### config.mk
export PLATFORM = sky130hd
export DESIGN_NAME = display_share_arbiter_flat
export DESIGN_NICKNAME = d
export VERILOG_FILES = /design/src/rtl/display_share_arbiter_pkg.sv /design/src/rtl/display_share_arbiter_if.sv /design/src/rtl/display_share_arbiter_rr.sv /design/src/rtl/display_share_arbiter.sv /design/src/flat_wrapper.sv
export SDC_FILE = /design/constraint.sdc
export NUM_CORES = 1
export LEC_CHECK = 0
export ABC_AREA = 1
export BUFFER_PORTS_ARGS = -buffer_cell sky130_fd_sc_hd__buf_2
export CELL_PAD_IN_SITES_DETAIL_PLACEMENT = 0
export CELL_PAD_IN_SITES_GLOBAL_PLACEMENT = 1
export CORE_MARGIN = 3
export CORE_UTILIZATION = 35
export DETAILED_ROUTE_END_ITERATION = 7
export PLACE_DENSITY = 0.81
export SLEW_MARGIN = 20
export SYNTH_ARGS = -nofsm -noshare
export SYNTH_HDL_FRONTEND = slang
export SYNTH_SLANG_ARGS = --single-unit
### constraint.sdc
create_clock -name Clock -period 2.2 [get_ports Clock]
set_clock_uncertainty 0.05 [all_clocks]
set_input_delay 0.22 -clock Clock [delete_from_list [all_inputs] [get_ports Clock]]
set_output_delay 0.22 -clock Clock [all_outputs]
set_load 0.01 [all_outputs]
### src/rtl/display_share_arbiter_pkg.sv
// Shared types and constants for the display share arbiter.
package display_pkg;

   typedef enum logic [1:0] {
      IDLE  = 2'd0,
      BLANK = 2'd1,
      SHOW  = 2'd2
   } state_t;

   localparam int DIGIT_W = 8;
   localparam logic [DIGIT_W-1:0] BLANK_SEG = 8'h00;

   function automatic int max2(input int a, input int b);
      return (a > b) ? a : b;
   endfunction

endpackage

### src/rtl/display_share_arbiter_if.sv
// Requester/display side signals of the display share arbiter.
interface display_share_arbiter_if #(
   parameter int NUM_REQ = 4
);
   logic [NUM_REQ-1:0]                      Req;
   logic [NUM_REQ*display_pkg::DIGIT_W-1:0] ReqValue;
   logic [NUM_REQ-1:0]                      Grant;
   logic [NUM_REQ-1:0]                      Done;
   logic [display_pkg::DIGIT_W-1:0]         Value;
   logic                                    Blank;
   logic                                    Busy;

   modport master (output Req, ReqValue, input Grant, Done, Value, Blank, Busy);
   modport slave  (input Req, ReqValue, output Grant, Done, Value, Blank, Busy);
endinterface

### src/rtl/display_share_arbiter_rr.sv
// Combinational round-robin pick: first set request at or after ptr, wrapping.
module rr_arbiter #(
   parameter int NUM_REQ = 4,
   parameter int PTR_W   = 2
) (
   input  logic [NUM_REQ-1:0] req,
   input  logic [PTR_W-1:0]   ptr,
   output logic [NUM_REQ-1:0] gnt,
   output logic               any
);
   int               idx;
   logic [PTR_W-1:0] sel;
   logic             found;

   always_comb begin
      gnt   = '0;
      found = 1'b0;
      idx   = 0;
      sel   = '0;
      for (int k = 0; k < NUM_REQ; k++) begin
         idx = int'(ptr) + k;
         if (idx >= NUM_REQ) idx = idx - NUM_REQ;
         sel = idx[PTR_W-1:0];
         if (!found && req[sel]) begin
            gnt[sel] = 1'b1;
            found    = 1'b1;
         end
      end
   end

   assign any = |req;

endmodule

### src/rtl/display_share_arbiter.sv
// Time-shares the two-digit display between requesters: round-robin owner,
// fixed dwell while others wait, blank gap on every hand-over.
module display_share_arbiter
   import display_pkg::*;
#(
   parameter int NUM_REQ      = 4,
   parameter int DWELL_CYCLES = 8,
   parameter int BLANK_CYCLES = 2
) (
   input logic                    Clock,
   input logic                    Reset_n,
   display_share_arbiter_if.slave bus
);
   localparam int PTR_W   = (NUM_REQ > 1) ? $clog2(NUM_REQ) : 1;
   localparam int CNT_MAX = max2(DWELL_CYCLES, BLANK_CYCLES);
   localparam int CNT_W   = (CNT_MAX > 1) ? $clog2(CNT_MAX) : 1;
   localparam logic [CNT_W-1:0] DWELL_LAST = CNT_W'(DWELL_CYCLES - 1);
   localparam logic [CNT_W-1:0] BLANK_LAST = CNT_W'(BLANK_CYCLES - 1);

   state_t               state_q, state_d;
   logic [NUM_REQ-1:0]   grant_q, grant_d;
   logic [NUM_REQ-1:0]   done_q, done_d;
   logic [DIGIT_W-1:0]   value_q, value_d;
   logic                 blank_q, blank_d;
   logic [PTR_W-1:0]     ptr_q, ptr_d;
   logic [CNT_W-1:0]     cnt_q, cnt_d;
   // hand-over cycle: owner released, Grant=0, arbitration happens at its end
   logic                 hand_q, hand_d;

   logic [NUM_REQ-1:0]   win_oh;
   logic                 win_any;
   logic [PTR_W-1:0]     win_idx, ptr_after;
   logic [DIGIT_W-1:0]   lane;
   logic                 owner_req, others_req;

   rr_arbiter #(.NUM_REQ(NUM_REQ), .PTR_W(PTR_W)) u_rr (
      .req (bus.Req),
      .ptr (ptr_q),
      .gnt (win_oh),
      .any (win_any)
   );

   always_comb begin
      win_idx = '0;
      lane    = '0;
      for (int i = 0; i < NUM_REQ; i++) begin
         if (win_oh[i]) win_idx = PTR_W'(i);
         lane = lane | ({DIGIT_W{grant_q[i]}} & bus.ReqValue[DIGIT_W*i +: DIGIT_W]);
      end
   end

   assign ptr_after  = (win_idx == PTR_W'(NUM_REQ - 1)) ? '0 : win_idx + PTR_W'(1);
   assign owner_req  = |(bus.Req & grant_q);
   assign others_req = |(bus.Req & ~grant_q);

   always_comb begin
      state_d = state_q;
      grant_d = grant_q;
      done_d  = '0;
      value_d = value_q;
      blank_d = blank_q;
      ptr_d   = ptr_q;
      cnt_d   = cnt_q;
      hand_d  = hand_q;
      case (state_q)
         IDLE: begin
            if (win_any) begin
               state_d = BLANK;
               grant_d = win_oh;
               ptr_d   = ptr_after;
               cnt_d   = '0;
            end
         end
         BLANK: begin
            if (hand_q) begin
               hand_d = 1'b0;
               if (win_any) begin
                  grant_d = win_oh;
                  ptr_d   = ptr_after;
                  cnt_d   = '0;
               end else begin
                  state_d = IDLE;
               end
            end else if (!owner_req) begin
               grant_d = '0;
               hand_d  = 1'b1;
            end else if (cnt_q == BLANK_LAST) begin
               state_d = SHOW;
               blank_d = 1'b0;
               value_d = lane;
               cnt_d   = '0;
            end else begin
               cnt_d = cnt_q + CNT_W'(1);
            end
         end
         SHOW: begin
            if (!owner_req || (cnt_q == DWELL_LAST && others_req)) begin
               state_d = BLANK;
               grant_d = '0;
               done_d  = grant_q;
               blank_d = 1'b1;
               hand_d  = 1'b1;
               cnt_d   = '0;
            end else begin
               value_d = lane;
               cnt_d   = (cnt_q == DWELL_LAST) ? '0 : cnt_q + CNT_W'(1);
            end
         end
         default: state_d = IDLE;
      endcase
   end

   always_ff @(posedge Clock) begin
      if (!Reset_n) begin
         state_q <= IDLE;
         grant_q <= '0;
         done_q  <= '0;
         value_q <= BLANK_SEG;
         blank_q <= 1'b1;
         ptr_q   <= '0;
         cnt_q   <= '0;
         hand_q  <= 1'b0;
      end else begin
         state_q <= state_d;
         grant_q <= grant_d;
         done_q  <= done_d;
         value_q <= value_d;
         blank_q <= blank_d;
         ptr_q   <= ptr_d;
         cnt_q   <= cnt_d;
         hand_q  <= hand_d;
      end
   end

   assign bus.Grant = grant_q;
   assign bus.Done  = done_q;
   assign bus.Value = value_q;
   assign bus.Blank = blank_q;
   assign bus.Busy  = (state_q != IDLE);

endmodule
### src/flat_wrapper.sv
// flat-port wrapper written by rule: the top's interface ports become plain ports
module display_share_arbiter_flat import display_pkg::*;
#(
   parameter int NUM_REQ      = 4,
   parameter int DWELL_CYCLES = 8,
   parameter int BLANK_CYCLES = 2
)
  (Clock, Reset_n, bus_Req, bus_ReqValue, bus_Grant, bus_Done, bus_Value, bus_Blank, bus_Busy);
  display_share_arbiter_if #(.NUM_REQ(NUM_REQ)) bus_i ();
  input logic Clock;
  input logic Reset_n;
  input wire logic [$bits(bus_i.Req)-1:0] bus_Req;
  input wire logic [$bits(bus_i.ReqValue)-1:0] bus_ReqValue;
  output wire logic [$bits(bus_i.Grant)-1:0] bus_Grant;
  output wire logic [$bits(bus_i.Done)-1:0] bus_Done;
  output wire logic [$bits(bus_i.Value)-1:0] bus_Value;
  output wire logic [$bits(bus_i.Blank)-1:0] bus_Blank;
  output wire logic [$bits(bus_i.Busy)-1:0] bus_Busy;
  assign bus_i.Req = bus_Req;
  assign bus_i.ReqValue = bus_ReqValue;
  assign bus_Grant = bus_i.Grant;
  assign bus_Done = bus_i.Done;
  assign bus_Value = bus_i.Value;
  assign bus_Blank = bus_i.Blank;
  assign bus_Busy = bus_i.Busy;
  display_share_arbiter #(.NUM_REQ(NUM_REQ), .DWELL_CYCLES(DWELL_CYCLES), .BLANK_CYCLES(BLANK_CYCLES)) u_core (.Clock(Clock), .Reset_n(Reset_n), .bus(bus_i));
endmodule
# Word-level counts from Yosys, hierarchy flattened
# Cells that the tools add are included.
# totals
romBits	0
elab_cells	153
regBits	25
inputBits	38
ramBits	0
latchBits	0
output_inout_bits	18
memories	0
# classes
n_reduce_logical	29
add_sub_neg	9
eq_ne	16
n_shift	0
n_mux	66
div	0
n_bitwise	13
multipliers	0
order_cmp	12
# ops
cell	count
8-bit AND	4
4-bit 2-to-1 mux	8
8-bit 2-to-1 mux	4
2-bit 2-to-1 mux	15
8-bit OR	3
1-bit 2-to-1 mux	18
3-bit 2-to-1 mux	6
8-bit one-hot mux with 2 select lines	1
5-bit AND reduction	3
2-bit by 3-bit less-than comparator with 1-bit output (second input constant)	4
4-bit OR	3
4-bit one-hot mux with 3 select lines	1
4-bit OR reduction	3
3-bit >= comparator (second input constant)	3
3-bit one-hot mux with 3 select lines	1
4-bit AND	2
1-bit binary-select mux with 2-bit select	4
1-bit demux with 2-bit select	4
2-bit by 1-bit >= comparator with 1-bit output (second input constant)	4
1-bit logical AND	8
2-bit by 1-bit inequality test with 1-bit output (second input constant)	4
2-bit by 1-bit subtractor with 2-bit output (second input constant)	4
2-bit by 2-bit adder with 3-bit output (second input constant)	2
2-bit inequality test (second input constant)	3
22 further kinds	33

# Logic depth before layout (Yosys ltp)
# depth
ltp_word	22
mapped_depth	14
mapped_depth_nobuf	13

# Cells and area by module
# From an unflattened synthesis, not the netlist that was laid out.
# unflattened
cells_unflattened	304
hier_area_um2	2054.5
# by_module_without_submodules
mod	cells_per_inst	seq_area_each_um2	area_each_um2	instances
display_share_arbiter	230	500.5	1651.6	1
rr_arbiter	74	0.0	402.9	1

# Worst setup path before layout
# OpenSTA, ideal clock, no wires.
# synth_path
kind	reg-to-reg
from	register u_core.ptr_q[0]
to	register u_core.ptr_q[0]
period_less_slack_ps	1814
setup_ps	121
n_path_buf	1
setup_slack_ps	386
arrival_ps	1643
stages_incl_launch_ff	14
required_time_ps	2029
path_cell_list	dfxtp_1 -> buf_6 -> inv_4 -> ha_1 -> inv_1 -> nand3_1 -> nand2_1 -> nand2_2 -> nor2_2 -> nand2_1 -> nand3_1 -> nand2_1 -> nand2_1 -> a21oi_1
# synth_via
elab_chain_cells	22
elab_cells_between_ends	68
cone_classes	8 x add/sub; 12 x order compare; 1 x eq/ne; 34 x mux; 3 x bitwise; 10 x reduce/logical
# synth_lines
element	line	source
start: declaration	display_share_arbiter.sv:25	logic [PTR_W-1:0] ptr_q, ptr_d;
start signal: assignment	display_share_arbiter.sv:129	ptr_q <= ptr_d;
parallel branches: the longest is 19 deep, another holds 2-bit by 1-bit adder with 3-bit output	n/a	
2-bit 2-to-1 mux *	display_share_arbiter.sv:67, display_share_arbiter.sv:77	
2-bit 2-to-1 mux	display_share_arbiter.sv:75	if (hand_q) begin
2-bit one-hot mux with 2 select lines *	display_share_arbiter.sv:65	case (state_q)
# Mark *: on every way between the ends. The select of a mux whose other input is x is not followed.
# A chain may end at the register's enable or synchronous reset.

# Final worst setup path
# layout_path
from	register u_core.ptr_q[1]
to	register u_core.grant_q[3] (netlist: u_core.bus.Grant[3])
# layout_via
elab_chain_cells	17
elab_cells_between_ends	62
cone_classes	7 x add/sub; 12 x order compare; 30 x mux; 3 x bitwise; 10 x reduce/logical
# layout_lines
element	line	source
parallel branches: the longest is 13 deep, another holds 2-bit by 1-bit adder with 3-bit output	n/a	
4-bit 2-to-1 mux *	display_share_arbiter_rr.sv:24	if (!found && req[sel]) begin
4-bit 2-to-1 mux *	display_share_arbiter.sv:67, display_share_arbiter.sv:77	
4-bit 2-to-1 mux	display_share_arbiter.sv:75	
4-bit one-hot mux with 3 select lines *	display_share_arbiter.sv:65	
end signal: assignment	display_share_arbiter.sv:125	grant_q <= grant_d;
end: declaration	display_share_arbiter.sv:21	logic [NUM_REQ-1:0] grant_q, grant_d;
# Marks and branches as above.

==> impl_metrics.csv <==
group,metric,value,unit
logic_synthesis,synthesis.nets,332,
power_and_ir_drop,power_density,1290,nW/um2
sta,drv_slew,0,
final_layout,nets,392,
global_route,grt_max_degree,17,
clock_network,h-tree-depth,1,
drt,drt-met1-wl,2180,um
power_and_ir_drop,p_leak,1.13,nW
clock_network,clk_path_buf_depth,2,
floorplanning,die_area,6090,um2
final_layout,area_delta_synth_final,23.1,%
run,cap_viol_max_count,0,
logic_synthesis,syn_avg_cell_area,6.49,um2
clock_network,post_cts_resized,0,
sta,max_slew_margin,0.783,
global_route,grt_overflow,0,
clock_network,cts_made_buffers,3,
floorplanning,fp-row-count,25,
hold_path,holdPathStages,5,
floorplanning,ios,56,
placement,dp_hpwl,3760,um
clock_network,ctsHoldBuffers,0,
final_layout,fillers,527,
clock_network,cts_tree,"done",
sta,setup_tns,0,ps
outcome,status,"finished clean",
logic_synthesis,ys_seq_area_frac,0.275,
drt,wl_met3,244,um
final_layout,drive_gt1_frac,0.236,
placement,portBuffers,55,
clock_network,path_clk_slew,80,ps
floorplanning,start_util,0.372,
hold_path,hold_class,"in2reg",
worst_setup_path,critPathRequiredTime,2340,ps
sta,finalHoldViolations,0,
sta,rsz0062_at_grt,"false",
sta,min_period,1870,ps
drt,route.top_layer_used,"met4",
power_and_ir_drop,vdd_drop_max,0.525,mV
sta,finalSetupViolations,0,
drt,ant_nets,0,
logic_synthesis,synth_warnings,0,
global_route,antenna_found_initial,0,
placement,place_area,2190,um2
drt,wl_per_cell,11.6,um
drt,drt_iter0_markers,134,
worst_setup_path,crit_fanout,7,
final_layout,seq_area,502,um2
global_route,grt_pass1_wl,7920,um
floorplanning,die_y,78.0,um
global_route,grt_pass1_vias,1699,
worst_setup_path,end_kind,"flop",
logic_synthesis,synth_cell_types,29,
drt,drc,0,
final_layout,postLayoutCellArea,2240,um2
drt,drt_wl_total,4700,um
power_and_ir_drop,p_total,2.90,mW
floorplanning,die_w,78.0,um
sta,fin_crit_sh,0.849,
drt,dr_wl_met2,2240,um
drt,drt_pass1_iterations,4,
logic_synthesis,synth-seq-cells,25,
worst_setup_path,cp-start-kind,"flop",
clock_network,clock-sinks,25,
worst_setup_path,crit_type,"reg2reg",
logic_synthesis,syn_area,1820,um2
floorplanning,fp.coreArea,4880,um2
drt,vias,1936,
worst_setup_path,arrival,2010,ps
clock_network,clock_latency,270,ps
final_layout,antenna_cells,0,
sta,worst_pin_slew,323,ps
sta,max_freq,0.535,GHz
final_layout,fin_util,0.458,
worst_setup_path,rr_worst_depth,11,
drt,vias_per_cell,4.77,
global_route,track_usage,0.159,
final_layout,multiInputGateArea,1140,um2
clock_network,cts_setup_buffers,0,
logic_synthesis,postSynthCellCount,280,
clock_network,cts-root-buf,"clkbuf_8",
placement,gp_congestion,0.892,
[sequential cells by signal, indices dropped and copies added, names as in the netlist]
name and flops:
u_core.state_q 2, u_core.bus.Done 4, u_core.cnt_q 3, u_core.hand_q 1, u_core.ptr_q 2, u_core.bus.Blank 1
u_core.bus.Value 8, u_core.bus.Grant 4
[worst paths after layout]
path / to / startpoint / slack, ps
worst max-delay path: u_core.bus.Grant[3]$_SDFFE_PN0P_ / u_core.ptr_q[1]$_SDFFE_PN0P_ / 330
worst min-delay path: u_core.bus.Value[2]$_SDFFE_PN0P_ / bus_ReqValue[18] / 240
worst max register to register: u_core.bus.Grant[3]$_SDFFE_PN0P_ / u_core.ptr_q[1]$_SDFFE_PN0P_ / 330
worst min register to register: u_core.bus.Blank$_SDFFE_PN1P_ / u_core.bus.Blank$_SDFFE_PN1P_ / 430
[layer usage]
| layer | track usage | vias to the layer above |
|---|---|---|
| li1 | - | 1036 |
| met1 | 0.212 | 857 |
| met2 | 0.264 | 39 |
| met3 | 0.0356 | 4 |
| met4 | 0.0297 | 0 |
| met5 | 0 | - |
[where the power goes]
part | switching (mW) | internal, mW | total (mW)
combinational | 1.17 | 0.731 | 1.90
clock | 0.141 | 0.128 | 0.270
sequential | 0.117 | 0.608 | 0.725
[layout by cell type, fill, tap and decap left out, types with 2 or more instances in the layout]
cell type	instances
nand3_1	26
o21ai_0	12
a221oi_1	8
nand3b_1	2
clkbuf_8	3
nand2_1	78
nor2_1	35
buf_2	55
buf_4	7
ha_1	14
a21oi_1	11
inv_1	31
o21ai_1	4
dfxtp_1	24
nand2_2	2
a22o_1	8
nor2_2	4
[cell families after synthesis]
| family | count (synthesis) | share of synthesized area |
|---|---|---|
| AND/OR/NAND/NOR | 153 | 0.365 |
| AO/OA/AOI/OAI | 47 | 0.169 |
| buffers and inverters | 41 | 0.0944 |
| flip-flops | 25 | 0.275 |
| adder cells (fa/ha/maj) | 14 | 0.0964 |
[Yosys cell counts]
library cell,count,area [um2]
inv_2,1,3.75
o211ai_1,1,7.51
clkbuf_1,5,18.8
o21ai_0,12,60.1
nand2_2,2,12.5
nand2_1,78,293
inv_4,1,6.26
nor2_2,4,25.0
o21ai_1,4,20.0
a22o_1,8,70.1
a21oi_1,11,55.1
a21oi_2,1,8.76
ha_1,14,175
a31oi_1,1,6.26
and2_1,1,6.26
nor3_4,1,16.3
nor3_1,1,5.00
clkinv_1,1,3.75
nor2_1,35,131
o21ai_2,1,8.76
a221oi_1,8,70.1
nand3_2,1,10.0
buf_6,2,22.5
dfxtp_1,25,500
nor4_2,1,12.5
nand4_1,1,6.26
nand3b_1,2,15.0
inv_1,31,116
nand3_1,26,130
[through the flow]
| stage | hold slack [ps] | setup slack [ps] | std cells |
|---|---|---|---|
| floorplan | 308 | 386 | 280 |
| detailed placement | 415 | 250 | 402 |
| global route | 248 | 45.1 | 406 |
| CTS | 234 | 230 | 406 |
| finish | 236 | 331 | 406 |
| global placement | 408 | 310 | 402 |
[final cells by class]
class / count / area share
clock buffer: 3 / 0.0185
clock inverter: 1 / 0.00336
inverter: 34 / 0.0582
multi-input combinational: 214 / 0.512
sequential: 25 / 0.224
tap: 67 / 0.0375
timing repair buffer: 62 / 0.147
[critical path: stages (launching register included)]
cell,delay [ps]
dfxtp_2,410
inv_1,120
ha_1,340
inv_1,100
nand3_1,70
nand2_1,70
nand2_2,80
nor2_2,140
nand2_1,70
nand3_1,100
o21ai_0,90
a21oi_1,150
No activity file was read; power rests on OpenSTA's default activity.
